==> src/rtl/multicycle_memory_bridge.sv <==
// multicycle_memory_bridge
//   Turns one sized RISC-V load/store request from the multicycle datapath into a
//   single word-aligned ready/valid bus transaction. Holds the bus request stable
//   through wait states, then returns sign/zero-extended load data with a
//   one-cycle done pulse that releases the control FSM from its stall.
//
//   Parameter MAX_WAIT: ACCESS cycles without bus_ready before aborting with
//   error (0 = wait forever).
//   Optional macro MEMORY_BRIDGE_ALIGNMENT_CHECK_EN: rejects misaligned H/HU/W and
//   funct3 011/110/111 without touching the bus (done+error two cycles after the
//   request). When undefined, no check is made and odd funct3 codes act as W.
//
//   Ports
//     clock, reset                 core clock, async active-high reset
//     req_valid/write/funct3/address/write_data   request, sampled in IDLE only
//     busy, done, error, read_data                status / load result
//     bus_valid/write/address/byte_enable/write_data, bus_ready, bus_read_data
//                                                  word-aligned bus port

// Per byte-lane enable and store-data steering.
module bridge_byte_lane #(
  parameter int LANE = 0
) (
  input  logic [2:0]  funct3,
  input  logic [1:0]  addr_lo,
  input  logic [31:0] wdata,
  output logic        be,
  output logic [7:0]  wbyte
);
  always_comb begin
    be    = 1'b1;
    wbyte = wdata[8*LANE +: 8];
    case (funct3[1:0])
      2'b00: begin
        be    = (addr_lo == 2'(LANE));
        wbyte = wdata[7:0];
      end
      2'b01: begin
        // Odd halfword addresses still land in half lane addr[1].
        be    = (addr_lo[1] == LANE[1]);
        wbyte = wdata[8*(LANE%2) +: 8];
      end
      default: ;
    endcase
  end
endmodule

module multicycle_memory_bridge #(
  parameter int MAX_WAIT = 255
) (
  input  logic        clock,
  input  logic        reset,
  input  logic        req_valid,
  input  logic        req_write,
  input  logic [2:0]  req_funct3,
  input  logic [31:0] req_address,
  input  logic [31:0] req_write_data,
  output logic        busy,
  output logic        done,
  output logic        error,
  output logic [31:0] read_data,
  output logic        bus_valid,
  output logic        bus_write,
  output logic [31:0] bus_address,
  output logic [3:0]  bus_byte_enable,
  output logic [31:0] bus_write_data,
  input  logic        bus_ready,
  input  logic [31:0] bus_read_data
);
  localparam int CW = (MAX_WAIT < 2) ? 1 : $clog2(MAX_WAIT + 1);

  typedef enum logic [1:0] {IDLE, ACCESS, RESP} state_t;
  state_t state, state_nxt;

  logic [2:0]         f3_q;
  logic [1:0]         a_q;
  logic               rej_q;
  logic               err_q;
  logic [CW-1:0]      cnt, cnt_inc;
  logic               timeout;
  logic               reject;
  logic [3:0]         be_nxt;
  logic [3:0][7:0]    wd_nxt;
  logic [7:0]         lbyte;
  logic [15:0]        lhalf;
  logic [31:0]        load_ext;

  for (genvar gi = 0; gi < 4; gi++) begin : g_lane
    bridge_byte_lane #(.LANE(gi)) u_lane (
      .funct3  (req_funct3),
      .addr_lo (req_address[1:0]),
      .wdata   (req_write_data),
      .be      (be_nxt[gi]),
      .wbyte   (wd_nxt[gi])
    );
  end

`ifdef MEMORY_BRIDGE_ALIGNMENT_CHECK_EN
  always_comb begin
    reject = 1'b0;
    case (req_funct3)
      3'b001, 3'b101: reject = req_address[0];
      3'b010:         reject = (req_address[1:0] != 2'b00);
      3'b011, 3'b110, 3'b111: reject = 1'b1;
      default:        reject = 1'b0;
    endcase
  end
`else
  assign reject = 1'b0;
`endif

  assign cnt_inc = cnt + 1'b1;
  assign timeout = (MAX_WAIT != 0) && (32'(cnt_inc) == MAX_WAIT);

  assign lbyte = 8'(bus_read_data >> {a_q, 3'b000});
  assign lhalf = 16'(bus_read_data >> {a_q[1], 4'b0000});

  always_comb begin
    case (f3_q)
      3'b000:  load_ext = {{24{lbyte[7]}}, lbyte};
      3'b001:  load_ext = {{16{lhalf[15]}}, lhalf};
      3'b100:  load_ext = {24'b0, lbyte};
      3'b101:  load_ext = {16'b0, lhalf};
      default: load_ext = bus_read_data;
    endcase
  end

  always_ff @(posedge clock or posedge reset) begin
    if (reset) state <= IDLE;
    else       state <= state_nxt;
  end

  // A rejected request still spends one cycle in ACCESS (bus_valid held low) so
  // its done lands two cycles after req_valid, like a zero-wait access.
  always_comb begin
    state_nxt = state;
    done      = 1'b0;
    bus_valid = 1'b0;
    busy      = (state != IDLE);
    case (state)
      IDLE:   if (req_valid) state_nxt = ACCESS;
      ACCESS: begin
        bus_valid = !rej_q;
        if (rej_q || bus_ready || timeout) state_nxt = RESP;
      end
      RESP: begin
        done      = 1'b1;
        state_nxt = IDLE;
      end
      default: state_nxt = IDLE;
    endcase
  end

  assign error = err_q;

  always_ff @(posedge clock or posedge reset) begin
    if (reset) begin
      f3_q            <= '0;
      a_q             <= '0;
      rej_q           <= 1'b0;
      err_q           <= 1'b0;
      cnt             <= '0;
      read_data       <= '0;
      bus_write       <= 1'b0;
      bus_address     <= '0;
      bus_byte_enable <= '0;
      bus_write_data  <= '0;
    end else begin
      case (state)
        IDLE: if (req_valid) begin
          f3_q            <= req_funct3;
          a_q             <= req_address[1:0];
          rej_q           <= reject;
          cnt             <= '0;
          bus_write       <= req_write;
          bus_address     <= {req_address[31:2], 2'b00};
          bus_byte_enable <= be_nxt;
          bus_write_data  <= wd_nxt;
        end
        ACCESS: begin
          if (rej_q) begin
            err_q <= 1'b1;
          end else if (bus_ready) begin
            err_q <= 1'b0;
            if (!bus_write) read_data <= load_ext;
          end else begin
            cnt <= cnt_inc;
            if (timeout) err_q <= 1'b1;
          end
        end
        RESP:    err_q <= 1'b0;
        default: ;
      endcase
    end
  end
endmodule

==> config.mk <==
export PLATFORM = sky130hd
export DESIGN_NAME = multicycle_memory_bridge
export DESIGN_NICKNAME = d
export VERILOG_FILES = /design/src/rtl/multicycle_memory_bridge.sv
export SDC_FILE = /design/constraint.sdc
export NUM_CORES = 1
export LEC_CHECK = 0
export BUFFER_PORTS_ARGS = -buffer_cell sky130_fd_sc_hd__buf_2
export CAP_MARGIN = 30
export CORE_MARGIN = 4
export CORE_UTILIZATION = 35
export CTS_CLUSTER_DIAMETER = 80
export DETAILED_ROUTE_END_ITERATION = 7
export MAX_ROUTING_LAYER = met4
export PLACE_DENSITY_LB_ADDON = 0.25
export SLEW_MARGIN = 25
export SYNTH_ARGS = -nofsm -noshare
export SYNTH_HDL_FRONTEND = slang
export SYNTH_SLANG_ARGS = --single-unit
==> constraint.sdc <==
create_clock -name clock -period 10.4 [get_ports clock]
set_clock_uncertainty 0.2 [all_clocks]
set_input_delay 2.08 -clock clock [delete_from_list [all_inputs] [get_ports clock]]
set_output_delay 2.08 -clock clock [all_outputs]
set_load 0.005 [all_outputs]
# Word-level counts from Yosys, hierarchy flattened
# Index checks and enable logic that the tools add are counted.
dict set report op_classes {
  n_addsub 1
  eq_ne 14
  shift 2
  n_mux 19
  bitwise_logic 2
  n_reduce_logical 14
}
# operator n
set ops {}
lappend ops {{one-hot mux 32 bit (4 select lines)} 1}
lappend ops {{2-to-1 mux 8 bit} 4}
lappend ops {{one-hot mux 8 bit (2 select lines)} 2}
lappend ops {{>> shifter 32 x 5 -> 16 bit} 1}
lappend ops {{>> shifter 32 x 5 -> 8 bit} 1}
lappend ops {{one-hot mux 1 bit (2 select lines)} 5}
lappend ops {{adder 8 x 1 -> 8 bit, second input constant} 1}
lappend ops {{equality test 8 bit, second input constant} 1}
lappend ops {{equality test 2 x 1 -> 1 bit, second input constant} 3}
lappend ops {{equality test 2 bit, second input constant} 3}
lappend ops {{equality test 3 bit, second input constant} 2}
lappend ops {{logical NOT 2 bit} 3}
lappend ops {{!= test 2 bit, second input constant} 3}
lappend ops {{AND reduction 2 bit} 3}
lappend ops {{AND reduction 3 bit} 2}
lappend ops {{nonzero test 2 bit} 3}
lappend ops {{2-to-1 mux 1 bit} 4}
lappend ops {{2-to-1 mux 2 bit} 2}
lappend ops {{one-hot mux 2 bit (2 select lines)} 1}
lappend ops {{equality test 3 x 1 -> 1 bit, second input constant} 1}
lappend ops {{logical NOT 3 bit} 1}
lappend ops {{!= test 3 bit, second input constant} 1}
lappend ops {{inverter 1 bit} 2}
lappend ops {{OR reduction 2 bit} 1}
lappend ops {{logical OR 1 bit} 1}
dict set report word_totals {
  ff_bits 115
  input_bits 104
  output_inout_bits 105
}

# Depth between registers and ports, before layout
# Gate-level depths: netlist (run 1).
dict set report depth {
  depth_word 5
  depth_mapped 7
  ltp_nobuf 5
}

# Cells and area by module
# From an unflattened synthesis (run 1), not the netlist that was laid out.
dict set report hier_totals {
  hier_cells 509
  hier_area_um2 5582.9
}
# mod n_inst cells_each area_per_inst_um2 seq_area_each_um2
set modules_own_cells {}
lappend modules_own_cells {multicycle_memory_bridge 1 449 5066.1 2877.8}
lappend modules_own_cells {{bridge_byte_lane (g_lane[3].u_lane)} 1 28 183.9 0.0}
lappend modules_own_cells {{bridge_byte_lane (g_lane[2].u_lane)} 1 11 146.4 0.0}
lappend modules_own_cells {{bridge_byte_lane (g_lane[1].u_lane)} 1 11 112.6 0.0}
lappend modules_own_cells {{bridge_byte_lane (g_lane[0].u_lane)} 1 10 73.8 0.0}

# Least setup slack after synthesis (run 1)
# No wires, ideal clock.
dict set report synth_path {
  kind {input port to flip-flop}
  startpoint {in bus_read_data[15]}
  endpoint {reg read_data[8]}
  setup_time_ns 0.136
  arrival_time_ns 3.093
  required_ns 10.064
  slack_ns 6.971
  cell_stages 4
  cell_sequence {mux2_4 > or2_4 > a311oi_4 > a21oi_1}
}
dict set report synth_via {
  elab_chain_cells 2
}
# item line_no
set synth_rtl {}
lappend synth_rtl {{start, declared} 68} ;# input logic [31:0] bus_read_data
lappend synth_rtl {{>> shifter 32 x 5 -> 8 bit} 115} ;# assign lbyte = 8'(bus_read_data >> {a_q, 3'b000});
lappend synth_rtl {{one-hot mux 32 bit (4 select lines)} 119} ;# case (f3_q)
lappend synth_rtl {{end signal, assigned} 185} ;# if (!bus_write) read_data <= load_ext;
lappend synth_rtl {{end, declared} 61} ;# output logic [31:0] read_data,
# No other way between the ends.
# A chain may end at the register's enable or synchronous reset.

# Final worst setup path (run 1)
dict set report layout_path {
  startpoint {in req_valid}
  endpoint {reg cnt[2]}
}
dict set report layout_via {
  elab_chain_cells 2
}
# item line_no
set layout_rtl {}
lappend layout_rtl {{start, declared} 53} ;# input logic req_valid,
lappend layout_rtl {{!= test 2 bit (no line)} n/a}
lappend layout_rtl {{AND reduction 3 bit (no line)} n/a}
lappend layout_rtl {{end signal, assigned} 187} ;# cnt <= cnt_inc;
lappend layout_rtl {{end, declared} 79} ;# logic [CW-1:0] cnt, cnt_inc;
# No other way between the ends.

==> metrics, run 1 <==
H-Tree Depth 4; LEAKAGE 3.67 nW; Distinct cells, synth 47; status finished, final reports clean; Post-Syn Area per Cell 9.07 sq um; Final nets 893; Post-synth EDFFs 0; Multi-input gate area 2340 sq um; crit path max fanout 86; I/O Buffers 206; CTS sink cnt 115; post-layout util 46.9%; Primary FF master, synth dfrtp_1; post-route ant nets 0; CTS buffer count 17; GRT Total Usage 18.4%; gp weighted congestion 0.789; die area 17500 sq um; f_max 268 MHz; final WL 15.4 mm; first-pass GRT wire length 25.2 mm; area delta synth->final 31.6%; # fillers 1523; headroom to the max-slew limit 40.9%; r2r endpoint cnt[2]; number of global-route vias before repair 4773; fraction of layout cells with a size suffix above 1 32.3%; Hold WC Path Type reg -> reg; Critical Path RT 10.47 ns; Max IR drop VDD 0.150 mV; Final setup viols 0; CP Capture Type register; Detailed Route Iter0 Violations 308; Initial Util 35.6%; post-DP HPWL 10.8 mm; TNS Setup 0 ns; # DRC 0; routed vias/inst 4.90; Synth Instances 597; core footprint 15200 sq um; crit path time final 3.73 ns; crit path DAT 3.80 ns; Worst Hold Launch bus_address[27]; WL per Instance 15.6 microns; clk_lat worst skew 0.41 ns; Final Cycle Share 35.9%; Die Span Y 132 microns; root buf cell clkbuf_16; reg-to-reg slack, setup 7.91 ns; sequential area share after synthesis 53.1%; maximum number of pins on one net before global-route repair 87; critical setup path kind in -> reg; hold depth 2; max cap viols 0; FF/Latch Area 2880 sq um; initial antenna violation count 1; Pwr per Cell Area 269 nW/um^2; GRT overflow 0; Worst Hold End bus_address[27]; Mapped Area 5420 sq um; CTS tree done; YS warnings 0; Hold Buf Count CTS 0; post-CTS resize count 0; crit start category primary input; worst reg2reg path startpoint state[0]; die width 132 microns; vias 4838; async set or reset register ratio after synthesis 100%; Worst Tran Pin Value 0.887 ns; count of pins over their slew limit 0; Synth Register Bits 115; Clock Path Buffers 2; Clock transition at path regs 0.06 ns; Worst Reg-to-Reg Cells 5; 1st-pass router iterations 5; Rows 45; postcts setup bufs 0; Hold Fails Final Rpt 0; total I/O pin count 209; RSZ-0062 raised after global routing no
-- power by group --
| part | internal (mW) | switching [mW] | total [mW] |
|---|---|---|---|
| combinational | 0.272 | 0.325 | 0.597 |
| clock | 0.371 | 0.202 | 0.574 |
| sequential | 0.627 | 0.118 | 0.745 |
| total | 1.27 | 0.646 | 1.92 |
-- critical path, stage by stage --
cell and delay, ns:
buf_2 0.10, nor3b_4 0.16, buf_4 0.67, nor2_1 0.34, o21ai_0 0.31, o21ai_0 0.13
-- worst max path at each step --
stage	from	endpoint	slack, ns	depth (start not counted)
after detailed placement	bus_ready	read_data[30]	6.12	5
after global placement	bus_ready	read_data[19]	6.23	5
after global routing	req_valid	cnt[2]	6.51	6
after floorplan	reset	a_q[0]	5.08	1
after CTS	bus_ready	read_data[26]	6.57	5
final	req_valid	cnt[2]	6.67	6
-- state kept, by name, summed over array words and instances, names as in the netlist --
register         flops
error                1
state                2
read_data           32
f3_q                 3
bus_write            1
a_q                  2
bus_byte_enable      4
bus_address         30
cnt                  8
bus_write_data      32
-- metrics by stage --
| step | setup WS, ns | hold slack, ns | instance area, sq um | power, mW | std cells |
|---|---|---|---|---|---|
| 2_1_floorplan | 5.08 | 0.270 | 5420 | 1.07 | 598 |
| 3_3_place_gp | 6.23 | 0.256 | 6540 | 1.35 | 954 |
| 3_5_place_dp | 6.12 | 0.258 | 6540 | 1.36 | 954 |
| 4_1_cts | 6.57 | 0.272 | 7110 | 1.94 | 985 |
| 5_1_grt | 6.51 | 0.295 | 7130 | 2.06 | 988 |
| 6_report | 6.67 | 0.269 | 7130 | 1.92 | 988 |
-- logic make-up after synthesis --
kind of cell,Yosys count,share of synthesized area [%]
AO/OA/AOI/OAI,108,11.9
XOR/XNOR,3,0.485
adder cells (fa/ha/maj),2,0.462
buffers and inverters,48,3.95
flip-flops,115,53.1
multiplexers,40,7.65
other,1,0.0692
AND/OR/NAND/NOR,280,22.3
-- layout make-up --
class,instances,share of cell area (%)
flip-flops and latches,115,40.4
diodes,1,0.0351
well taps,188,3.30
multi-input cells,435,32.8
inverters,6,0.351
repair buffers,212,15.1
clock buffers,19,6.07
clock inverters,12,1.97
-- layout by cell type (no fill, tap or decap), types with 8 or more instances in the layout --
cell       netlist  layout
buf_2           15     207
nand2_1        178     177
dfrtp_1        115     115
o21ai_0         43      43
nor2_1          36      36
nand3_1         36      36
a21oi_1         36      36
mux2i_1         32      32
clkbuf_16        0      17
nand3b_1         8       8
-- per-layer routing --
layer	track usage (%)	share of wire, %	up-vias	routed length [microns]
met1	24.3	46	2254	7030
li1	-	-	2383	-
met2	26.8	45	183	6990
met5	-	0	-	0
met3	5.95	7.6	18	1180
met4	6.47	1.6	0	240
-- synth_stat cells, types with 2 or more instances --
cell	n	area (sq um)
xor2_1	2	17.5
nor2_1	36	135
a31oi_1	3	18.8
a211o_1	2	17.5
clkbuf_1	22	82.6
o21ai_0	43	215
dfrtp_1	115	2880
buf_4	2	15.0
nand2b_1	4	25.0
nand3_1	36	180
a22oi_1	7	52.6
and2_1	2	12.5
buf_1	2	7.51
or3_1	2	12.5
nand2_1	178	668
buf_2	15	75.1
o22a_1	7	61.3
ha_1	2	25.0
nand4_1	2	12.5
mux2i_1	32	320
o211ai_1	2	15.0
nor3b_2	2	25.0
nor2b_1	2	12.5
nand3b_1	8	60.1
mux2_2	7	78.8
a21oi_1	36	180
inv_1	6	22.5
No activity file was read; power rests on OpenSTA's default activity.
==> inputs of run 2 (changes only) <==
Clock period 10.4 ns to 3.6 ns, I/O delays scaled along.
==> run 2 against run 1 <==
  * Utilization grew 0.62 points
  * Worst setup slack lost 5.4 ns
  * Die area is the same
  * Cell count grew 0.20%
  * Register-to-register slack lost 6.7 ns
  * Via count shrank 0.35%
  * Final area grew 1.3%
  * Global-route usage grew 0.21 points
  * Critical path depth shrank 2
  * Clock-buffer cell count is the same
  * Largest cell class unchanged
  * Highest routed layer unchanged
==> metrics, run 2 (synthesized netlist as in run 1, its figures left out) <==
CP peak stage delay 0.77 ns; CP Capture Type register; Initial Util 35.6%; f_max 421 MHz; Max IR drop VDD 0.340 mV; count of pins over their slew limit 0; RSZ-0062 raised after global routing no; area delta synth->final 33.3%; Hold Fails Final Rpt 0; crit path time final 2.38 ns; vias 4821; worst hold slack 0.147 ns; max cap viols 0; TNS Setup 0 ns; crit path DAT 2.45 ns; Critical-path top delay cell dfrtp_1; clk_lat worst skew 0.42 ns; CTS tree done; first-pass GRT wire length 25.5 mm; routed vias/inst 4.87; placed insts 957; largest registers bus_write_data: 32 flops, read_data: 32 flops, bus_address: 30 flops; initial antenna violation count 0; gp weighted congestion 0.811; status finished, final reports clean; die width 132 microns; 1st-pass router iterations 5; postcts setup bufs 0; Rows 45; cell depth of the worst setup path 4; Clock Path Buffers 2; H-Tree Depth 4; headroom to the max-slew limit 44.3%; CP Cell Sequence mux2_4 -> or2_4 -> a311oi_4 -> a21oi_1; worst path buffer plus inverter count 0; GRT Total Usage 18.6%; crit path max fanout 18; critical setup path kind reg -> reg; LEAKAGE 3.70 nW; die area 17500 sq um; Die Span Y 132 microns; Pwr per Cell Area 785 nW/um^2; Final Non-Filler Cells 990; worst reg2reg path startpoint a_q[1]; Worst Reg-to-Reg Cells 4; Worst Tran Pin Value 0.835 ns; post-route ant nets 0; core footprint 15200 sq um; CTS sink cnt 115; root buf cell clkbuf_16; Clock transition at path regs 0.06 ns; post-DP HPWL 11.0 mm; final WL 15.5 mm; total I/O pin count 209; number of global-route vias before repair 4878; # DRC 0; WL per Instance 15.7 microns; Detailed Route Iter0 Violations 312; CTS buffer count 17; maximum number of pins on one net before global-route repair 83; Final Cycle Share 66.0%; GRT overflow 0; most common cell after layout, fill and taps aside buf_2; commonest non-fill, non-tap cells in the layout buf_2, nand2_1, dfrtp_1, o21ai_0; Final nets 895; fraction of layout cells with a size suffix above 1 32.7%; Hold WC Path Type in -> async; r2r endpoint read_data[12]; Critical Path RT 3.67 ns; Hold Buf Count CTS 0; crit start category register; antenna cells 0; CP top delay family flip-flops; Final setup viols 0; reg-to-reg slack, setup 1.22 ns; post-CTS resize count 0; # fillers 1518; I/O Buffers 206
==> run 2: changes by cell type in the layout (fill, tap and decap cells not counted), sizes merged <==
cell / change
clkinvlp: +2
clkinv: -1
buf: +2
diode: -1
inv: -1
bufinv: +1
==> run 2: how the worst max path moves through the flow <==
stage / startpoint / end / slack, ns
finish: a_q[1] / read_data[12] / 1.22
global route: a_q[1] / read_data[13] / 1.13
CTS: a_q[1] / read_data[12] / 1.23
detailed placement: bus_ready / read_data[2] / 1.20
global placement: bus_ready / read_data[28] / 1.26
floorplan: reset / a_q[0] / 1.28
==> run 2: power by group <==
| group | switching, mW | total (mW) | leakage (nW) | internal [mW] |
|---|---|---|---|---|
| Sequential | 0.340 | 2.15 | 1.39 | 1.81 |
| Clock | 0.615 | 1.79 | 0.299 | 1.17 |
| Combinational | 0.935 | 1.73 | 2.01 | 0.792 |
| Total | 1.89 | 5.67 | 3.70 | 3.78 |
==> run 2: area by class of cell <==
cell class              instances  area [sq um]  share of cell area [%]
inverters                       6          26.3                   0.364
well taps                     188           235                    3.26
flip-flops and latches        115          2880                    39.8
multi-input cells             435          2340                    32.4
clock buffers                  19           443                    6.13
clock inverters                13           184                    2.55
repair buffers                214          1110                    15.4
==> run 2: metal layers <==
layer	wire, microns	GRT usage (%)	up-vias
li1	-	-	2392
met3	1070	5.31	19
met1	7060	24.1	2240
met5	0	-	-
met2	7130	28.2	170
met4	255	6.47	0
==> run 2: stage by stage <==
stage | utilization, % | total power [mW] | setup slack (ns) | cell area, sq um
after floorplan | - | 3.10 | 1.28 | 5420
after global placement | 43.3 | 3.90 | 1.26 | 6590
after detailed placement | 43.3 | 3.92 | 1.20 | 6590
after CTS | 47.5 | 5.74 | 1.23 | 7220
after global routing | 47.5 | 6.07 | 1.13 | 7220
final | 47.5 | 5.67 | 1.22 | 7220
==> inputs of run 3 (changes only) <==
Clock period 3.6 ns to 2.4 ns, I/O delays scaled along.
==> run 3 against run 2 <==
  * Worst setup slack got worse by 0.84 ns
  * Power rose by 52%
  * Register-to-register slack got worse by 0.83 ns
  * Via count rose by 0.56%
  * Sequential power rose by 48%
  * Wire length rose by 0.93%
  * Highest routed layer unchanged
  * Largest cell class unchanged
  * Die area did not move
  * Largest power group unchanged
  * Combinational power rose by 57%
  * Utilization rose by 0.63 points
  * Sequential share of layout area fell by 0.52 points
  * Critical path type is now reg -> out
  * Global-route usage rose by 0.36 points
  * Clock-buffer cell count fell by 2
==> metrics, run 3 (synthesized netlist as in run 1, its figures left out) <==
RSZ-0062 raised after global routing no; count of pins over their slew limit 0; postcts setup bufs 0; die area 17500 sq um; final setup margin 0.384 ns; post-DP HPWL 11.1 mm; crit path max fanout 9; CTS sink cnt 115; headroom to the max-slew limit 47.4%; worst path buffer plus inverter count 2; crit start category register; Hold Fails Final Rpt 0; CP peak stage delay 0.48 ns; gp weighted congestion 0.800; post-route ant nets 0; vias 4848; TNS Setup 0 ns; Rows 45; Hold WC Path Type in -> reg; H-Tree Depth 4; Place WS 0.312 ns; number of global-route vias before repair 4822; Worst Tran Pin Value 0.790 ns; max cap viols 0; Final Cycle Share 84.0%; critical setup path kind reg -> out; Final Non-Filler Cells 997; Initial Util 35.6%; FF/Latch Area 2880 sq um; Final nets 902; LEAKAGE 3.74 nW; CP Cell Sequence nor2_1 -> inv_1 -> buf_2; most common cell after layout, fill and taps aside buf_2; total I/O pin count 209; maximum number of pins on one net before global-route repair 86; GRT Total Usage 19.0%; 1st-pass router iterations 4; fraction of layout cells with a size suffix above 1 33.3%; final WL 15.7 mm; Die Span Y 132 microns; first-pass GRT wire length 25.9 mm; placed insts 964; Pwr per Cell Area 1180 nW/um^2; commonest non-fill, non-tap cells in the layout buf_2, nand2_1, dfrtp_1, o21ai_0; CP top delay family flip-flops; clk_lat worst skew 0.41 ns; Critical Path RT 1.72 ns; antenna cells 0; # DRC 0; crit path DAT 1.34 ns; area delta synth->final 35.1%; Critical-path top delay cell dfrtp_1; Final setup viols 0; CTS buffer count 17; die width 132 microns; status finished, final reports clean; Detailed Route Iter0 Violations 289; Multi-input gate area 2340 sq um; Max IR drop VDD 0.580 mV; CTS tree done; initial antenna violation count 0; GRT overflow 0; routed vias/inst 4.86; crit path time final 2.02 ns; I/O Buffers 206; root buf cell clkbuf_16; core footprint 15200 sq um; # fillers 1532; Clock transition at path regs 0.06 ns; largest registers bus_write_data: 32 flops, read_data: 32 flops, bus_address: 30 flops; f_max 496 MHz; CP Capture Type primary output; Clock Path Buffers 2; WL per Instance 15.7 microns
-- run 3: cell types whose count changed in the layout (fill, tap and decap cells not counted), sizes merged --
| cell | before | now |
|---|---|---|
| buf | 214 | 220 |
| inv | 5 | 6 |
| dlygate4sd3 | 0 | 1 |
| clkbuf | 19 | 17 |
| clkinvlp | 4 | 5 |
-- run 3: worst paths after layout --
path | startpoint | endpoint | slack (ns) | cells past startpoint
hold reg to reg | bus_write_data[5] | bus_write_data[5] | 0.27 | 2
hold / removal | req_address[3] | bus_address[3] | 0.06 | 3
max in group asynchronous | reset | bus_address[30] | 0.87 | 4
setup / recovery | state[0] | busy | 0.38 | 3
min in group asynchronous | reset | bus_address[31] | 0.47 | 3
setup reg to reg | cnt[0] | state[0] | 0.39 | 5
-- run 3: final cells by class --
| type | instances | area share, % |
|---|---|---|
| Sequential cell | 115 | 39.3 |
| Multi-Input combinational cell | 435 | 31.9 |
| Clock inverter | 15 | 2.84 |
| Clock buffer | 17 | 5.81 |
| Tap cell | 188 | 3.21 |
| Timing Repair Buffer | 221 | 16.5 |
| Inverter | 6 | 0.359 |
-- run 3: routing by layer --
| metal | share of wire [%] | track usage [%] | wire length [microns] |
|---|---|---|---|
| met1 | 46 | 25.3 | 7160 |
| met2 | 46 | 28.3 | 7180 |
| met3 | 7.2 | 5.50 | 1130 |
| met4 | 1.2 | 5.54 | 195 |
| met5 | 0 | - | 0 |
-- run 3: metrics by stage --
step	power, mW	hold WS, ns	utilization [%]	instance area [sq um]
2_1_floorplan	4.65	0.270	-	5420
3_3_place_gp	5.94	0.254	43.9	6680
3_5_place_dp	5.96	0.257	43.9	6680
4_1_cts	8.72	0.0325	48.1	7320
5_1_grt	9.22	0.0458	48.1	7320
6_report	8.60	0.0559	48.1	7320
-- run 3: worst register-to-register path, stage by stage, from the launching register on --
cell	delay, ns
dfrtp_1	0.39
ha_1	0.24
nand3_1	0.19
or3_1	0.38
a211o_1	0.33
a21o_1	0.18
-- run 3: repair_timing --
action,4_1_cts,5_1_grt
hold buffers,1,0
resized for setup,0,0
hold endpoints to repair,19,0
-- run 3: where the power goes --
| part | total, mW | switching, mW | internal [mW] |
|---|---|---|---|
| Sequential | 3.18 | 0.463 | 2.72 |
| Clock | 2.70 | 0.958 | 1.74 |
| Combinational | 2.72 | 1.47 | 1.25 |
| Total | 8.60 | 2.89 | 5.71 |
